===== config.mk =====
export PLATFORM = sky130hd
export DESIGN_NAME = jt6295_interp
export DESIGN_NICKNAME = d
export VERILOG_FILES = /design/src/rtl/jt6295_pkg.sv /design/src/rtl/jt6295_clip.sv /design/src/rtl/jt6295_interp.sv
export SDC_FILE = /design/constraint.sdc
export NUM_CORES = 1
export LEC_CHECK = 0
export ABC_AREA = 1
export CORE_MARGIN = 1.5
export CORE_UTILIZATION = 32
export DETAILED_ROUTE_END_ITERATION = 6
export PLACE_DENSITY = 0.53
export REMOVE_ABC_BUFFERS = 1
export SYNTH_ARGS = -nofsm -noshare
export SYNTH_HDL_FRONTEND = slang
export SYNTH_SLANG_ARGS = --single-unit

===== constraint.sdc =====
create_clock -name clk -period 7 [get_ports clk]
set_clock_uncertainty 0.2 [all_clocks]
set_input_delay 1.4 -clock clk [delete_from_list [all_inputs] [get_ports clk]]
set_output_delay 1.4 -clock clk [all_outputs]
set_load 0.03 [all_outputs]

===== src/rtl/jt6295_pkg.sv =====
// Shared constants for the JT6295 output stage.
//   SW_DEF     : default sample width
//   GAIN_UNITY : 4.4 fixed-point gain of 1.0
//   GMAX/GMIN  : signed clip limits for SW_DEF-bit samples
//   clip_max/clip_min : signed limits for an arbitrary width
package jt6295_pkg;

    localparam int unsigned SW_DEF     = 14;
    localparam logic [7:0]  GAIN_UNITY = 8'h10;
    localparam int          GMAX       = 2**(SW_DEF-1) - 1;
    localparam int          GMIN       = -(2**(SW_DEF-1));

    function automatic int clip_max(input int w);
        return 2**(w-1) - 1;
    endfunction

    function automatic int clip_min(input int w);
        return -(2**(w-1));
    endfunction

endpackage


===== src/rtl/jt6295_clip.sv =====
// Combinational signed saturator.
//   din  : signed IW-bit value
//   dout : din clamped to the signed OW-bit range
//   sat  : high when din was outside that range
module jt6295_clip
    import jt6295_pkg::*;
#(
    parameter int IW = 19,
    parameter int OW = 14
) (
    input  logic signed [IW-1:0] din,
    output logic signed [OW-1:0] dout,
    output logic                 sat
);

    localparam logic signed [IW-1:0] HI = IW'(clip_max(OW));
    localparam logic signed [IW-1:0] LO = IW'(clip_min(OW));

    always_comb begin
        dout = din[OW-1:0];
        sat  = 1'b0;
        if (din > HI) begin
            dout = HI[OW-1:0];
            sat  = 1'b1;
        end else if (din < LO) begin
            dout = LO[OW-1:0];
            sat  = 1'b1;
        end
    end

endmodule


===== src/rtl/jt6295_interp.sv =====
// Linear sample interpolator with 4.4 gain and symmetric clipping.
//   clk, rst : clock, synchronous active-high reset
//   cen_in   : accept snd_in and restart the ramp from the previous sample
//   cen_out  : advance the ramp one step (2^STEPW steps per input sample)
//   snd_in   : signed input sample
//   gain     : unsigned 4.4 gain, 0x10 = unity
//   snd_out  : interpolated, gained, clipped sample (1 clk after acc/gain)
//   sat      : high while snd_out is a clipped value
module jt6295_interp
    import jt6295_pkg::*;
#(
    parameter int STEPW = 2,
    parameter int SW    = SW_DEF
) (
    input  logic                 rst,
    input  logic                 clk,
    input  logic                 cen_in,
    input  logic                 cen_out,
    input  logic signed [SW-1:0] snd_in,
    input  logic [7:0]           gain,
    output logic signed [SW-1:0] snd_out,
    output logic                 sat
);

    localparam int AW    = SW + STEPW + 1;
    localparam int PW    = STEPW + 1;
    localparam int NSTEP = 2**STEPW;

    logic signed [SW-1:0] cur;
    logic signed [SW-1:0] base;
    logic signed [SW:0]   delta;
    logic [PW-1:0]        phase;
    logic signed [AW-1:0] acc;

    logic signed [SW-1:0] interp;
    logic signed [SW+8:0] prod;
    logic signed [SW+4:0] gsh;
    logic signed [SW-1:0] clip_out;
    logic                 clip_sat;
    logic signed [AW-1:0] acc_ref;

    // acc holds interp in SW.STEPW fixed point; the shift floors toward -inf
    assign interp = SW'(acc >>> STEPW);
    assign prod   = (SW+9)'(interp) * (SW+9)'($signed({1'b0, gain}));
    assign gsh    = (SW+5)'(prod >>> 4);

    jt6295_clip #(
        .IW (SW+5),
        .OW (SW)
    ) u_clip (
        .din  (gsh),
        .dout (clip_out),
        .sat  (clip_sat)
    );

    always_ff @(posedge clk) begin
        if (rst) begin
            cur     <= '0;
            base    <= '0;
            delta   <= '0;
            phase   <= '0;
            acc     <= '0;
            snd_out <= '0;
            sat     <= 1'b0;
        end else begin
            if (cen_in) begin
                // restart from the previously accepted sample
                base  <= cur;
                cur   <= snd_in;
                delta <= (SW+1)'(snd_in) - (SW+1)'(cur);
                phase <= '0;
                acc   <= AW'(cur) <<< STEPW;
            end else if (cen_out && phase < PW'(NSTEP)) begin
                acc   <= acc + AW'(delta);
                phase <= phase + 1'b1;
            end
            if (gain == 8'd0) begin
                snd_out <= '0;
                sat     <= 1'b0;
            end else begin
                snd_out <= clip_out;
                sat     <= clip_sat;
            end
        end
    end

    // acc must always equal base<<STEPW + delta*phase (never wraps)
    assign acc_ref = (AW'(base) <<< STEPW) + AW'(delta) * AW'($signed({1'b0, phase}));

    always_ff @(posedge clk) begin
        if (!rst) begin
            assert (acc == acc_ref);
        end
    end

endmodule


Word level (Yosys, flattened, before mapping)

Cells that the tools add are included.
W data, S select, Z words.

Flip-flop bits (word level): 64
Input bits: 26
Output and inout bits: 15
Word-level logic and storage cells: 27

Add/sub/neg operators: 3
$mul: 1
$lt $le $gt $ge: 3
Multiplexer cells: 6
Reductions and logical operators: 6

Operators with widths:

| kind                   | number |
|---|---|
| $mux W17               | 2 |
| $mul A14 B9 Y23        | 1 |
| $gt A19 B14 Y1 const B | 1 |
| $lt A19 B14 Y1 const B | 1 |
| $add A17 B15 Y17       | 1 |
| $sub A14 B14 Y15       | 1 |
| $mux W14               | 1 |
| $mux W13               | 1 |
| $logic_not A8 Y1       | 1 |
| $reduce_or A2 Y1       | 2 |
| $add A3 B1 Y3 const B  | 1 |
| $lt A3 B3 Y1 const B   | 1 |
| $reduce_or A3 Y1       | 1 |
| $mux W1                | 2 |
| $reduce_bool A2 Y1     | 1 |
| $logic_and A1 B1 Y1    | 1 |

Depth between registers and ports, before layout

Word-level depth: 4
Mapped depth: 27
Gate-level depth less buffers: 25

Cells and area by module

Synthesis repeated with hierarchy kept, for this count alone.

Cell total of the unflattened synthesis: 1238
Area, all modules: 8385.5 um2

Modules (own cells, without submodules):

| module        | instances | cells an instance | area each (um2) | sequential area each (um2) |
|---|---|---|---|---|
| jt6295_interp | 1         | 1200              | 8202.9          | 1261.2 |
| jt6295_clip   | 1         | 38                | 182.7           | 0.0 |

Least setup slack after synthesis

OpenSTA, ideal clock, no wires.

Kind: in2reg
Start point: in gain[2]
End point: reg snd_out[10]
Library setup time: 142 ps
Data arrival time: 5643 ps
Data required time: 6658 ps
Setup slack: 1015 ps
Stages on the path: 22
Buffers on the path: 2
Cells stage by stage: clkbuf_1 > nand2_1 > fa_1 > inv_1 > fa_1 > fa_1 > inv_1 > fa_1 > inv_1 > ha_1 > nand2_1 > inv_2 > nand2_2 > inv_1 > a21oi_2 > nand2_2 > a21oi_4 > xor2_2 > inv_1 > nand2_2 > buf_8 > a21oi_2

Longest elaborated chain between the ends: 4
Elaborated cells on any way between the ends: 7
Classes of those cells: mul (1); order compare (2); mux (2); reduce/logical (2)

RTL lines:

| element              | line                | RTL |
|---|---|---|
| from (decl)          | jt6295_interp.sv:20 | `input logic [7:0] gain,` |
| $mul A14 B9 Y23      | jt6295_interp.sv:44 | `assign prod = (SW+9)'(interp) * (SW+9)'($signed({1'b0, gain}));` |
| $lt A19 B14 Y1       | jt6295_clip.sv:25   | `end else if (din < LO) begin` |
| $mux W14             | jt6295_clip.sv:25   |  |
| $mux W13             | jt6295_clip.sv:22   | `if (din > HI) begin` |
| to (signal assigned) | jt6295_interp.sv:81 | `snd_out <= clip_out;` |
| to (decl)            | jt6295_interp.sv:21 | `output logic signed [SW-1:0] snd_out,` |

Parallel ways exist; a longest one is shown, timed or not.
A chain may end at the register's enable or synchronous reset.

Final worst setup path

Start point: in gain[3]
End point: reg snd_out[13]

Longest elaborated chain between the ends: 3
Elaborated cells on any way between the ends: 6
Classes of those cells: mul (1); order compare (2); mux (1); reduce/logical (2)

RTL lines:

| element                                                       | line |
|---|---|
| $mul A14 B9 Y23                                               | jt6295_interp.sv:44 |
| $gt A19 B14 Y1 or $lt A19 B14 Y1 (tied branches)              | jt6295_clip.sv:22, jt6295_clip.sv:25 |
| $reduce_or A3 Y1 (no source line) or $mux W14 (tied branches) | n/a |

Parallel ways exist; a longest one is shown, timed or not.

==> impl_metrics.env <==
export IMPL_place_hpwl_mm=15.1
export IMPL_synth_main_ff_cell="dfxtp_1"
export IMPL_sequentialPowerShare=0.274
export IMPL_placed_area_um2=8800
export IMPL_slew_violations=0
export IMPL_antenna_found_initial=0
export IMPL_cp_arrival_ns=6.39
export IMPL_holdBufCountCts=0
export IMPL_period_needed_ns=6.40
export IMPL_syn2layout_area_growth_pct=13.7
export IMPL_cts_root_buffer="clkbuf_16"
export IMPL_drt_pass1_iter_count=7
export IMPL_grt_setup_unrepaired="no"
export IMPL_path_class="in -> reg"
export IMPL_yosysWarnings=0
export IMPL_synth_mux_area_frac=0
export IMPL_synth_edff_count=0
export IMPL_p_switching_w=0.000619
export IMPL_grt_start_max_net_pins=23
export IMPL_seq_area_um2=1260
export IMPL_cts_tree="done"
export IMPL_dieArea_um2=26100
export IMPL_die_h_um=161
export IMPL_synth_simple_area_share=0.211
export IMPL_critPathCapture="snd_out[13]"
export IMPL_synth_compound_area_frac=0.112
export IMPL_clk_pin_slew_ns=0.06
export IMPL_crit_chain="clkdlybuf4s50_1 -> nand2_1 -> inv_1 -> fa_1 -> inv_1 -> fa_1 -> inv_1 -> fa_1 -> inv_1 -> fa_1 -> inv_1 -> ha_1 -> a21oi_1 -> nand2_1 -> a21oi_1 -> nand2_1 -> nand2_1 -> nand2_1 -> and2_1 -> nand3_1 -> nand2_2 -> nor3b_2"
export IMPL_reg2reg_depth=18
export IMPL_yosysTopAreaCell="fa_1"
export IMPL_yosysSeqAreaShare=0.157
export IMPL_grt_total_usage=0.147
export IMPL_multi_input_area_um2=5550
export IMPL_relSlewSlack=0.277
export IMPL_startpoint="gain[3]"
export IMPL_finalHoldViolCount=0
export IMPL_fin_area_um2=9130
export IMPL_worst_pin_slew_ns=1.08
export IMPL_grt_pass1_vias=6609
export IMPL_grt_pass1_wl_mm=31.2
export IMPL_drive_gt1_frac=0.0643
export IMPL_ys_ff_latch=63
export IMPL_synthCells=1130
export IMPL_timing_fmax_mhz=156
export IMPL_peakVddDrop_v=0.000154
export IMPL_hold_path_class="reg -> reg"
export IMPL_final_common_cell="nand2_1"
export IMPL_cts_sinks=63
export IMPL_cellLeakagePower_nw=4.96
export IMPL_fillers=2624
export IMPL_vias=6562
export IMPL_io_buffer_count=40
export IMPL_n_antenna_cell=0
export IMPL_die_w_um=161
export IMPL_synth_fa_ha_area_frac=0.343
export IMPL_p_per_area_nw_per_um2=177
export IMPL_final_cell_mix="294 x nand2_1, 281 x inv_1, 92 x fa_1"
export IMPL_syn_area_per_cell_um2=7.11
export IMPL_p_sw_frac=0.383
export IMPL_synthTopCellsByArea="fa_1 23%, dfxtp_1 16%, nand2_1 14%"
export IMPL_yosys_area_top_type_share=0.229
export IMPL_drv_cap=0
export IMPL_syn_cell_area_um2=8030
export IMPL_htree_levels=3
export IMPL_post_cts_buffers=0
export IMPL_cts_buffers=9
export IMPL_pin_count=41
export IMPL_drt_wl_total_mm=18.0
export IMPL_async_flop_share=0
export IMPL_r2r_start="acc[15]"
export IMPL_gp_congestion=0.850
export IMPL_ant_nets=0
export IMPL_drc=0
export IMPL_outcome="finished clean"
export IMPL_drt_initial_drc_count=267
export IMPL_setup_viol=0
export IMPL_worstPathRequired_ns=6.99
export IMPL_overflow=0
export IMPL_via_per_inst=4.40
export IMPL_nets=1353
export IMPL_intPower_w=0.000997
export IMPL_startpoint_type="primary input"
export IMPL_wire_per_inst_um=12.0
export IMPL_timing_rr_end="snd_out[13]"
export IMPL_cts_buffer_depth=2
export IMPL_cp_end_kind="flop"
export IMPL_p_comb_frac=0.415
export IMPL_synth_xor_area_frac=0.0248
export IMPL_finalSetupTns_ns=0
export IMPL_crit_fanout=15
export IMPL_cp_slowest_stage_delay_ns=0.59
export IMPL_crit_path_top_delay_cell="clkdlybuf4s50_1"
export IMPL_whs_ns=0.258
export IMPL_min_period_over_period=0.914
export IMPL_core_area_um2=24500
export IMPL_synth_top_family_by_area="adder cells"
export IMPL_rrSetupSlack_ns=1.67
export IMPL_rows=57
export IMPL_ctsResizeCount=0
export IMPL_synth_distinct_cells=44
export IMPL_start_util=0.328
export IMPL_clk_latency_ns=0.34
export IMPL_clkPwrFrac=0.311
==> how the worst min path moves through the flow <==
stage	end	depth (start not counted)	slack (ns)	startpoint
finish	delta[13]	2	0.26	delta[13]
global route	delta[13]	2	0.28	delta[13]
CTS	delta[13]	2	0.26	delta[13]
detailed placement	delta[13]	2	0.25	delta[13]
global placement	delta[6]	2	0.25	delta[6]
floorplan	delta[11]	2	0.23	delta[11]
==> cells by family after synthesis <==
| family | count (synthesis) |
|---|---|
| xor+xnor | 21 |
| simple gates | 407 |
| fa+ha+maj | 165 |
| flops | 63 |
| buf+inv | 320 |
| compound gates | 154 |
==> metal layers <==
metal  track usage  wire length, µm  vias up
met3        0.0236              697       16
li1              -                -     3475
met1         0.189             8810     2955
met5             0                0        -
met2         0.258             8260      116
met4        0.0307              189        0
==> critical path: cells and delay by family <==
family / cells / cell delay, ns
fa+ha+maj: 5 / 2.46
compound gates: 2 / 0.36
buf+inv: 6 / 0.93
simple gates: 9 / 1.21
==> per-stage QoR <==
step	power, W	instances	setup WS (ns)	util
final	0.00162	1491	0.601	0.373
after global routing	0.00175	1491	0.280	0.373
after CTS	0.00164	1491	0.561	0.373
after detailed placement	0.00113	1475	0.203	0.360
after global placement	0.00113	1475	0.228	0.360
after floorplan	0.000928	1096	1.24	-
==> synthesized netlist by cell type (all sizes together) (5+ instances only) <==
library cell / number
o21ai: 54
dfxtp: 63
clkbuf: 31
nor3: 7
nor2: 41
xnor2: 11
xor2: 10
ha: 73
nand2: 304
a21oi: 65
nand3: 34
inv: 285
fa: 92
a21o: 5
or2: 7
a31oi: 15
==> power groups by stage <==
stage	Combinational (W)	Clock, W	Sequential [W]
4_1_cts	0.000683	0.000517	0.000443
6_report	0.000671	0.000502	0.000442
3_5_place_dp	0.000680	0	0.000451
3_3_place_gp	0.000676	0	0.000450
5_1_grt	0.000764	0.000534	0.000449
2_1_floorplan	0.000422	0	0.000506
==> area by class of cell <==
type	instances	area share
inverter	286	0.118
tap	324	0.0444
clock inverter	6	0.0100
multi-input combinational	747	0.608
clock buffer	10	0.0262
timing repair buffer	55	0.0562
sequential	63	0.138
==> registers in the layout (all words and copies together), names as in the netlist <==
register,cells
acc,16
delta,15
cur,14
phase,3
snd_out,14
sat,1
Note: power is estimated with default switching activity, not from simulation.
